<file path="config.mk">
export PLATFORM = sky130hd
export DESIGN_NAME = serial_rx_flat
export DESIGN_NICKNAME = d
export VERILOG_FILES = /design/src/rtl/serial_rx_if.sv /design/src/rtl/serial_rx.sv /design/src/flat_wrapper.sv
export SDC_FILE = /design/constraint.sdc
export NUM_CORES = 1
export LEC_CHECK = 0
export CAP_MARGIN = 20
export CORE_MARGIN = 2
export CORE_UTILIZATION = 35
export DETAILED_ROUTE_END_ITERATION = 10
export DONT_BUFFER_PORTS = 1
export GPL_ROUTABILITY_DRIVEN = 0
export SYNTH_ARGS = -nofsm -noshare
export SYNTH_HDL_FRONTEND = slang
export SYNTH_SLANG_ARGS = --single-unit
</file>
<file path="constraint.sdc">
create_clock -name clk -period 14.68 [get_ports clk]
set_input_delay 4.404 -clock clk [delete_from_list [all_inputs] [get_ports clk]]
set_output_delay 4.404 -clock clk [all_outputs]
set_load 0.05 [all_outputs]
</file>
<file path="src/rtl/serial_rx_if.sv">
// Bus interfaces used by serial_rx.
//
// mem_if     : CPU load/store port. The peripheral side uses modport bus
//              (addr, read_en, write_en, data_i in; data_o, hit, done out).
//              The CPU side uses modport cpu.
// mem_bounds : address-window query. The peripheral answers through modport
//              server (check_addr in; in_bounds out, combinational).

interface mem_if;
  logic [31:0] addr;
  logic        read_en;
  logic        write_en;
  logic [31:0] data_i;
  logic [31:0] data_o;
  logic        hit;
  logic        done;

  modport bus (input addr, read_en, write_en, data_i, output data_o, hit, done);
  modport cpu (output addr, read_en, write_en, data_i, input data_o, hit, done);
endinterface

interface mem_bounds;
  logic [31:0] check_addr;
  logic        in_bounds;

  modport server (input check_addr, output in_bounds);
  modport client (output check_addr, input in_bounds);
endinterface

</file>
<file path="src/rtl/serial_rx.sv">
// serial_rx - memory-mapped 8N1 UART receiver with a receive FIFO.
//
// Bytes arriving on rx are deserialized and pushed into a FIFO that the CPU
// drains by loading the DATA register.
//
// Parameters:
//   CLKS_PER_BIT : clocks per UART bit (even, >= 4)
//   FIFO_DEPTH   : receive FIFO entries (power of two, >= 2)
// Ports:
//   clk            : sole clock, rising edge
//   reset          : synchronous, active-high
//   mem_in_port    : CPU load/store port (mem_if.bus)
//   bounds_checker : window query for [SERIAL_RX_MEM_BASE, +SERIAL_RX_MEM_SIZE)
//   rx             : asynchronous serial line, idle high
// Register map (offset from SERIAL_RX_MEM_BASE):
//   0x0 DATA   (read)  : [7:0] byte, [8] valid; a read pops a non-empty FIFO
//   0x4 STATUS (read)  : [0] not-empty, [1] full, [2] overrun,
//                        [3] framing error, [15:8] count
//       STATUS (write) : data_i[2] clears overrun, data_i[3] clears framing
// Build option:
//   SERIAL_RX_FRAME_CHECK_EN : when defined, a frame whose stop bit samples 0
//   is discarded and raises the framing-error flag; otherwise every frame is
//   pushed and STATUS[3] is constant 0.

`ifndef SERIAL_RX_MEM_BASE
`define SERIAL_RX_MEM_BASE 32'h4000_1000
`endif
`ifndef SERIAL_RX_MEM_SIZE
`define SERIAL_RX_MEM_SIZE 32'h0000_0010
`endif

module serial_rx #(
  parameter int CLKS_PER_BIT = 16,
  parameter int FIFO_DEPTH   = 8
) (
  input  logic      clk,
  input  logic      reset,
  mem_if.bus        mem_in_port,
  mem_bounds.server bounds_checker,
  input  logic      rx
);

  localparam int AW = $clog2(FIFO_DEPTH);
  localparam int CW = AW + 1;
  localparam int TW = $clog2(CLKS_PER_BIT);

  localparam logic [TW-1:0] HALF_LAST = TW'(CLKS_PER_BIT / 2 - 1);
  localparam logic [TW-1:0] BIT_LAST  = TW'(CLKS_PER_BIT - 1);
  localparam logic [CW-1:0] FULL_CNT  = CW'(FIFO_DEPTH);

  localparam logic [31:0] BASE = `SERIAL_RX_MEM_BASE;
  localparam logic [31:0] SIZE = `SERIAL_RX_MEM_SIZE;

  localparam logic [1:0] S_IDLE  = 2'd0;
  localparam logic [1:0] S_START = 2'd1;
  localparam logic [1:0] S_DATA  = 2'd2;
  localparam logic [1:0] S_STOP  = 2'd3;

  // Unsigned offset compare: addresses below BASE wrap to huge offsets and
  // fall outside, and BASE+SIZE may reach 2^32 without overflow trouble.
  function automatic logic in_window(input logic [31:0] a);
    return (a - BASE) < SIZE;
  endfunction

  assign bounds_checker.in_bounds = in_window(bounds_checker.check_addr);

  // ---- stage p0/p1: rx synchronizer; p2 holds the previous synced value ----
  logic rx_p0, rx_p1, rx_p2;

  always_ff @(posedge clk) begin
    if (reset) begin
      rx_p0 <= 1'b1;
      rx_p1 <= 1'b1;
      rx_p2 <= 1'b1;
    end else begin
      rx_p0 <= rx;
      rx_p1 <= rx_p0;
      rx_p2 <= rx_p1;
    end
  end

  // ---- receiver FSM ----
  logic [1:0]    state_q;
  logic [TW-1:0] tick_q;
  logic [2:0]    bit_q;
  logic [7:0]    shift_q;
  logic          stop_smp;
  logic          data_smp;

  assign data_smp = (state_q == S_DATA) && (tick_q == BIT_LAST);
  assign stop_smp = (state_q == S_STOP) && (tick_q == BIT_LAST);

  always_ff @(posedge clk) begin
    if (reset) begin
      state_q <= S_IDLE;
      tick_q  <= '0;
      bit_q   <= '0;
    end else begin
      case (state_q)
        S_IDLE: begin
          tick_q <= '0;
          if (rx_p2 && !rx_p1) begin
            state_q <= S_START;
            bit_q   <= '0;
          end
        end
        S_START: begin
          if (tick_q == HALF_LAST) begin
            tick_q  <= '0;
            // A line back high at mid-start-bit was only a glitch.
            state_q <= rx_p1 ? S_IDLE : S_DATA;
          end else begin
            tick_q <= tick_q + 1'b1;
          end
        end
        S_DATA: begin
          if (tick_q == BIT_LAST) begin
            tick_q <= '0;
            bit_q  <= bit_q + 3'd1;
            if (bit_q == 3'd7) state_q <= S_STOP;
          end else begin
            tick_q <= tick_q + 1'b1;
          end
        end
        S_STOP: begin
          // Leaving at mid-stop-bit lets the next start edge be seen.
          if (tick_q == BIT_LAST) begin
            tick_q  <= '0;
            state_q <= S_IDLE;
          end else begin
            tick_q <= tick_q + 1'b1;
          end
        end
        default: state_q <= S_IDLE;
      endcase
    end
  end

  // LSB arrives first, so shift in from the top.
  always_ff @(posedge clk) begin
    if (data_smp) shift_q <= {rx_p1, shift_q[7:1]};
  end

  // ---- memory port decode ----
  logic [31:0] off;
  logic        hit;
  logic        done_q;
  logic        act;
  logic        sel_data;
  logic        sel_stat;
  logic        pop;
  logic        stat_wr;

  assign off      = mem_in_port.addr - BASE;
  assign hit      = (mem_in_port.read_en || mem_in_port.write_en) && in_window(mem_in_port.addr);
  // A strobe held into its done cycle must not act a second time.
  assign act      = hit && !done_q;
  assign sel_data = (off == 32'h0);
  assign sel_stat = (off == 32'h4);

  // ---- FIFO ----
  logic [7:0]    fifo_mem [FIFO_DEPTH];
  logic [AW-1:0] wr_ptr_q, rd_ptr_q;
  logic [CW-1:0] count_q;
  logic          empty, full;
  logic          push_req, push_ok;
  logic          ovr_q;
  logic          ferr;

  assign empty   = (count_q == '0);
  assign full    = (count_q == FULL_CNT);
  assign pop     = act && mem_in_port.read_en && sel_data && !empty;
  assign stat_wr = act && mem_in_port.write_en && sel_stat;
  // A pop in the same cycle frees the slot a full FIFO needs.
  assign push_ok = push_req && (!full || pop);

  always_ff @(posedge clk) begin
    if (reset) begin
      wr_ptr_q <= '0;
      rd_ptr_q <= '0;
      count_q  <= '0;
    end else begin
      if (push_ok) wr_ptr_q <= wr_ptr_q + 1'b1;
      if (pop)     rd_ptr_q <= rd_ptr_q + 1'b1;
      case ({push_ok, pop})
        2'b10:   count_q <= count_q + 1'b1;
        2'b01:   count_q <= count_q - 1'b1;
        default: count_q <= count_q;
      endcase
    end
  end

  always_ff @(posedge clk) begin
    if (push_ok) fifo_mem[wr_ptr_q] <= shift_q;
  end

  // Sticky flags: a same-cycle set beats the CPU clear.
  always_ff @(posedge clk) begin
    if (reset) begin
      ovr_q <= 1'b0;
    end else begin
      ovr_q <= (ovr_q && !(stat_wr && mem_in_port.data_i[2]))
               || (push_req && full && !pop);
    end
  end

  logic unused_data_i;

`ifdef SERIAL_RX_FRAME_CHECK_EN
  logic ferr_q;

  assign push_req = stop_smp && rx_p1;

  always_ff @(posedge clk) begin
    if (reset) begin
      ferr_q <= 1'b0;
    end else begin
      ferr_q <= (ferr_q && !(stat_wr && mem_in_port.data_i[3]))
                || (stop_smp && !rx_p1);
    end
  end

  assign ferr          = ferr_q;
  assign unused_data_i = ^{mem_in_port.data_i[31:4], mem_in_port.data_i[1:0]};
`else
  assign push_req      = stop_smp;
  assign ferr          = 1'b0;
  assign unused_data_i = ^{mem_in_port.data_i[31:3], mem_in_port.data_i[1:0]};
`endif

  // ---- read mux and registered response ----
  logic [31:0] rdata;
  logic [31:0] data_q;

  always_comb begin
    rdata = '0;
    if (sel_data && !empty) begin
      rdata = {23'd0, 1'b1, fifo_mem[rd_ptr_q]};
    end else if (sel_stat) begin
      rdata = {16'd0, 8'(count_q), 4'd0, ferr, ovr_q, full, !empty};
    end
  end

  always_ff @(posedge clk) begin
    if (reset) begin
      done_q <= 1'b0;
      data_q <= '0;
    end else begin
      done_q <= hit;
      if (act) data_q <= mem_in_port.read_en ? rdata : 32'd0;
    end
  end

  assign mem_in_port.hit    = hit;
  assign mem_in_port.done   = done_q;
  assign mem_in_port.data_o = data_q;

endmodule

</file>
<file path="src/flat_wrapper.sv">
// flat-port wrapper written by rule: the top's interface ports become plain ports
module serial_rx_flat 
#(
  parameter int CLKS_PER_BIT = 16,
  parameter int FIFO_DEPTH   = 8
)
  (clk, reset, rx, mem_in_port_addr, mem_in_port_read_en, mem_in_port_write_en, mem_in_port_data_i, mem_in_port_data_o, mem_in_port_hit, mem_in_port_done, bounds_checker_check_addr, bounds_checker_in_bounds);
  mem_if mem_in_port_i ();
  mem_bounds bounds_checker_i ();
  input  logic clk;
  input  logic reset;
  input  logic rx;
  input wire logic [$bits(mem_in_port_i.addr)-1:0] mem_in_port_addr;
  input wire logic [$bits(mem_in_port_i.read_en)-1:0] mem_in_port_read_en;
  input wire logic [$bits(mem_in_port_i.write_en)-1:0] mem_in_port_write_en;
  input wire logic [$bits(mem_in_port_i.data_i)-1:0] mem_in_port_data_i;
  output wire logic [$bits(mem_in_port_i.data_o)-1:0] mem_in_port_data_o;
  output wire logic [$bits(mem_in_port_i.hit)-1:0] mem_in_port_hit;
  output wire logic [$bits(mem_in_port_i.done)-1:0] mem_in_port_done;
  input wire logic [$bits(bounds_checker_i.check_addr)-1:0] bounds_checker_check_addr;
  output wire logic [$bits(bounds_checker_i.in_bounds)-1:0] bounds_checker_in_bounds;
  assign mem_in_port_i.addr = mem_in_port_addr;
  assign mem_in_port_i.read_en = mem_in_port_read_en;
  assign mem_in_port_i.write_en = mem_in_port_write_en;
  assign mem_in_port_i.data_i = mem_in_port_data_i;
  assign mem_in_port_data_o = mem_in_port_i.data_o;
  assign mem_in_port_hit = mem_in_port_i.hit;
  assign mem_in_port_done = mem_in_port_i.done;
  assign bounds_checker_i.check_addr = bounds_checker_check_addr;
  assign bounds_checker_in_bounds = bounds_checker_i.in_bounds;
  serial_rx #(.CLKS_PER_BIT(CLKS_PER_BIT), .FIFO_DEPTH(FIFO_DEPTH)) u_core (.clk(clk), .reset(reset), .mem_in_port(mem_in_port_i), .bounds_checker(bounds_checker_i), .rx(rx));
endmodule
</file>
======== Yosys cells after proc, flatten, opt, wreduce, memory -nomap -nowiden ========
Memories as Yosys holds them, arrays and structs flattened. A register that Yosys moved wholly into a read port is not among the register bits.
Cells that the tools add are included.
cells by class
  $add $sub $neg .......................... 8
  multipliers ............................. 0
  div/mod/pow operators ................... 0
  order comparisons ....................... 2
  equality and inequality tests ........... 15
  shifts and indexed selects .............. 0
  multiplexer cells ....................... 21
  bitwise logic cells ..................... 0
  reduce and logical (&&, ||, !) cells .... 33
operator list
  operator                                                                 count
  32-bit by 5-bit < comparator with 1-bit output (second input constant)   2
  32-bit two-way mux                                                       2
  32-bit by 31-bit subtractor with 32-bit output (second input constant)   2
  32-bit by 3-bit equality test with 1-bit output (second input constant)  1
  32-bit logical NOT                                                       1
  1-bit logical AND                                                        16
  12-bit two-way mux                                                       1
  2-bit two-way mux                                                        6
  3-bit two-way mux                                                        4
  4-bit one-hot mux with 3 select lines                                    1
  3-bit by 1-bit adder with 3-bit output (second input constant)           3
  4-bit by 1-bit adder with 4-bit output (second input constant)           2
  4-bit equality test (second input constant)                              2
  4-bit two-way mux                                                        2
  2-bit one-hot mux with 4 select lines                                    1
  4-bit one-hot mux with 2 select lines                                    1
  2-bit equality test (second input constant)                              3
  1-bit logical NOT                                                        6
  2-bit inequality test (second input constant)                            3
  3-bit one-hot mux with 2 select lines                                    1
  5-bit AND reduction                                                      1
  2-bit by 1-bit equality test with 1-bit output (second input constant)   2
  4-bit by 3-bit equality test with 1-bit output (second input constant)   1
  4-bit logical NOT                                                        1
  other kinds (9)                                                          14
storage, ports and cells
  flip-flop bits (word level) ............. 64
  bits in latches ......................... 0
  bits in writable memories ............... 64
  ROM bits ................................ 0
  input port bits ......................... 101
  output and inout bits ................... 35
  logic and storage cells ................. 93
  memories ................................ 1
memory list
  memory           words  bits a word  read ports  clocked after Yosys merged registers in  write ports  line              RTL
  u_core.fifo_mem  8      8            1           1                                        1            serial_rx.sv:162  logic [7:0] fifo_mem [FIFO_DEPTH];

======== Longest topological paths before layout ========
  word-level depth ........................ 11
  depth in mapped cells ................... 11
  depth with buffers taken out ............ 11

======== Worst setup path before layout ========
Ideal clock, no wire load.
  path kind ............................... input port to output port
  start ................................... input mem_in_port_addr[26]
  end ..................................... output mem_in_port_hit
  data arrival time ....................... 6,912 ps
  data required time ...................... 10,276 ps
  path slack .............................. 3,364 ps
  cell stages on the path ................. 4
  path buffers ............................ 0
  cell sequence ........................... or4_4 or4_4 or2_2 nor3_1
on the way
  longest elaborated chain between the ends .. 3
ends and longest elaborated chain
  item                                            line                RTL
  from (decl)                                     flat_wrapper.sv:13  input wire logic [$bits(mem_in_port_i.addr)-1:0] mem_in_port_addr;
  32-bit by 31-bit subtractor with 32-bit output  serial_rx.sv:62     return (a - BASE) < SIZE;
  32-bit by 5-bit < comparator with 1-bit output  serial_rx.sv:62
  1-bit logical AND                               serial_rx.sv:155    assign hit = (mem_in_port.read_en || mem_in_port.write_en) && in_window(mem_in_port.addr);
  to (decl)                                       flat_wrapper.sv:18  output wire logic [$bits(mem_in_port_i.hit)-1:0] mem_in_port_hit;
Every way passes these cells.

======== Final worst setup path ========
Same ends and word-level chain as after synthesis.

==> results.json <==
{
  "outcome": "complete, no violations",
  "utilization_pct": 39.1,
  "first_global_vias": 2917,
  "synthDistinctLibCells": 57,
  "crit_fanout": 5,
  "synth_edf_count": 72,
  "hp-class": "flop to flop",
  "ir_drop_mv": 0.0584,
  "fin_area_um2": 5390,
  "seqPwrFrac_pct": 53.5,
  "grt_max_degree": 39,
  "drive_above_1_share_pct": 16.6,
  "io_buffers": 0,
  "ys_seq_area_share_pct": 60.0,
  "fin_skew_ns": 0.00854,
  "cts-buffers-inserted": 9,
  "p_clk_share_pct": 43.6,
  "cap_violations": 0,
  "p_leak_nw": 1.75,
  "path_clk_slew_ns": 0.07,
  "worstPathCellList": "or4_4, or4_4, or2_2, nor3_1, buf_4",
  "final_cells": 566,
  "io_pins": 136,
  "wirelength_mm": 9.99,
  "max_freq_mhz": 93.9,
  "root_buffer": "clkbuf_16",
  "tightest_slew_ns": 1.01,
  "vias_per_cell": 5.25,
  "startpoint_type": "input port",
  "powerDensity_nw_per_um2": 114,
  "grt_pass1_wl_mm": 15.2,
  "post_drt_wl_per_cell_um": 17.6,
  "slew_violations": 0,
  "crit_path_frequent_cell": "or4_4",
  "crit_family": "simple AND/OR/NAND/NOR gates",
  "nNetsFinal": 490,
  "vias": 2974,
  "fp.coreArea_um2": 13800,
  "tns_ns": 0,
  "start_util_pct": 35.6,
  "ys_warn_count": 0,
  "num_rows": 43,
  "switching_share_pct": 21.1,
  "crit_path_end_kind": "primary output",
  "crit_type": "input port to primary output",
  "comb_power_share_pct": 2.9,
  "cts_tree": "built",
  "placed_area_um2": 5050,
  "crit_arrival_ns": 6.25,
  "maxSlewHeadroom_pct": 32.2,
  "drt_iter0_drc": 222,
  "clockBufferDepth": 2,
  "period_needed_ns": 10.65,
  "power.internal_mw": 0.486,
  "hpwl_mm": 6.98,
  "cpMaxStageDelayCell": "or4_4",
  "setup_viol": 0,
  "finalCritPeriodShare_pct": 72.6,
  "hold_buffers": 0,
  "async_flop_share_pct": 0,
  "power.switching_mw": 0.129,
  "cts.sinks": 111,
  "postSynthCellCount": 379,
  "synth_seq_cells": 111,
  "grt-ovfl-total": 0,
  "synth_area_um2": 4910,
  "cp_num_buf_inv": 1,
  "drc": 0,
  "hold_viol_final": 0,
  "rsz0062_at_grt": "false",
  "critPathMaxStageDelay_ns": 0.56,
  "post_cts_buffers": 0,
  "ant_nets": 0,
  "antenna_found_initial": 0,
  "dp.cells": 550,
  "track_usage_pct": 13.9,
  "n_antenna_cell": 0,
  "insertion_delay_ns": 0.35,
  "die_y_um": 122,
  "syn_to_final_growth_pct": 9.74,
  "cp.required_ns": 10.28,
  "die_w_um": 122,
  "ys.flop_type": "edfxtp_1",
  "die-area_um2": 15000,
  "htreeDepth": 3,
  "dr.pass1.iters": 4,
  "syn_avg_cell_area_um2": 12.9,
  "cts_resized": 0
}
==> metrics by stage <==
step | hold slack (ns) | total power [mW] | setup slack (ns)
after floorplan | 0.389 | 0.358 | 3.36
after global placement | 0.400 | 0.353 | 4.02
after detailed placement | 0.402 | 0.354 | 4.03
after CTS | 0.419 | 0.623 | 4.03
after global routing | 0.449 | 0.637 | 3.96
final | 0.423 | 0.615 | 4.03
==> path summary, 6_finish.rpt <==
kind                            to                     from  slack (ns)  depth (start not counted)
max                mem_in_port_hit     mem_in_port_addr[26]        4.03                          5
min                   u_core.rx_p1             u_core.rx_p0        0.42                          1
max reg2reg  u_core.fifo_mem[3][7]  u_core.mem_in_port.done       11.52                          5
min reg2reg           u_core.rx_p1             u_core.rx_p0        0.42                          1
==> cell type report <==
type / instances / area (µm²)
fill: 1307 / 8390
multi-input combinational: 250 / 1840
tap: 180 / 225
clock inverter: 7 / 109
clock buffer: 9 / 225
sequential: 111 / 2940
inverter: 6 / 23.8
timing repair buffer: 3 / 22.5
==> kinds of logic (layout without fill, tap and decap cells) <==
kind of cell / after synthesis / after routing / share of synthesized area (%)
buffers and inverters: 37 / 25 / 4.56
other: 1 / 20 / 0.0764
DFF: 111 / 111 / 60.0
adders and majority gates: 8 / 8 / 2.19
AOI/OAI and AO/OA: 43 / 43 / 5.69
xor gates and xnor gates: 7 / 7 / 1.25
muxes: 31 / 31 / 10.6
and+or+nand+nor: 141 / 141 / 15.6
==> metal layers <==
layer  routed length (µm)  GRT usage, %  up-vias
met4                   85          2.80        0
met1                 4150          17.2     1439
met2                 5060          24.0      121
met5                    0             0        -
li1                     -             -     1402
met3                  695          4.28       12
==> cells in the mapped netlist, drive strengths merged (6+ instances only) <==
library cell,n,area [µm²]
edfxtp,72,2160
nor3,17,85.1
mux4,16,360
nor2,29,125
nand3,8,40.0
clkbuf,7,26.3
nand2,34,138
mux2,9,101
a21oi,23,119
dfxtp,39,781
o21ai,6,30.0
nor4,14,87.6
ha,7,87.6
mux2i,6,60.1
buf,24,174
or4,8,72.6
==> placed cells by master (no fill, tap or decap), types with 4 or more instances in the layout <==
cell type / count
nor4_1: 14
or3_1: 4
or2_2: 5
xnor2_1: 4
nand3_1: 8
conb_1: 20
nand2_1: 32
mux2_2: 5
ha_1: 7
nor3_2: 5
nor2_1: 28
mux4_2: 16
a21oi_1: 22
clkbuf_16: 9
inv_1: 5
mux2_1: 4
edfxtp_1: 72
o21ai_0: 6
dfxtp_1: 39
or4_1: 4
nor3_1: 12
mux2i_1: 6
==> power groups by stage <==
| stage | logic, mW | clock network, mW | registers [mW] |
|---|---|---|---|
| after floorplan | 0.0221 | 0 | 0.336 |
| after global placement | 0.0173 | 0 | 0.336 |
| after detailed placement | 0.0175 | 0 | 0.336 |
| after CTS | 0.0175 | 0.277 | 0.329 |
| after global routing | 0.0189 | 0.289 | 0.329 |
| final | 0.0176 | 0.268 | 0.329 |
==> sequential cells by signal, indices dropped and copies added, names as in the netlist, 3 cells and up, named ones only <==
register / cells
u_core.mem_in_port.data_o: 12
u_core.wr_ptr_q: 3
u_core.rd_ptr_q: 3
u_core.shift_q: 8
u_core.tick_q: 4
u_core.bit_q: 3
u_core.fifo_mem: 64
u_core.count_q: 4
Power figures use the tool's default switching activity.
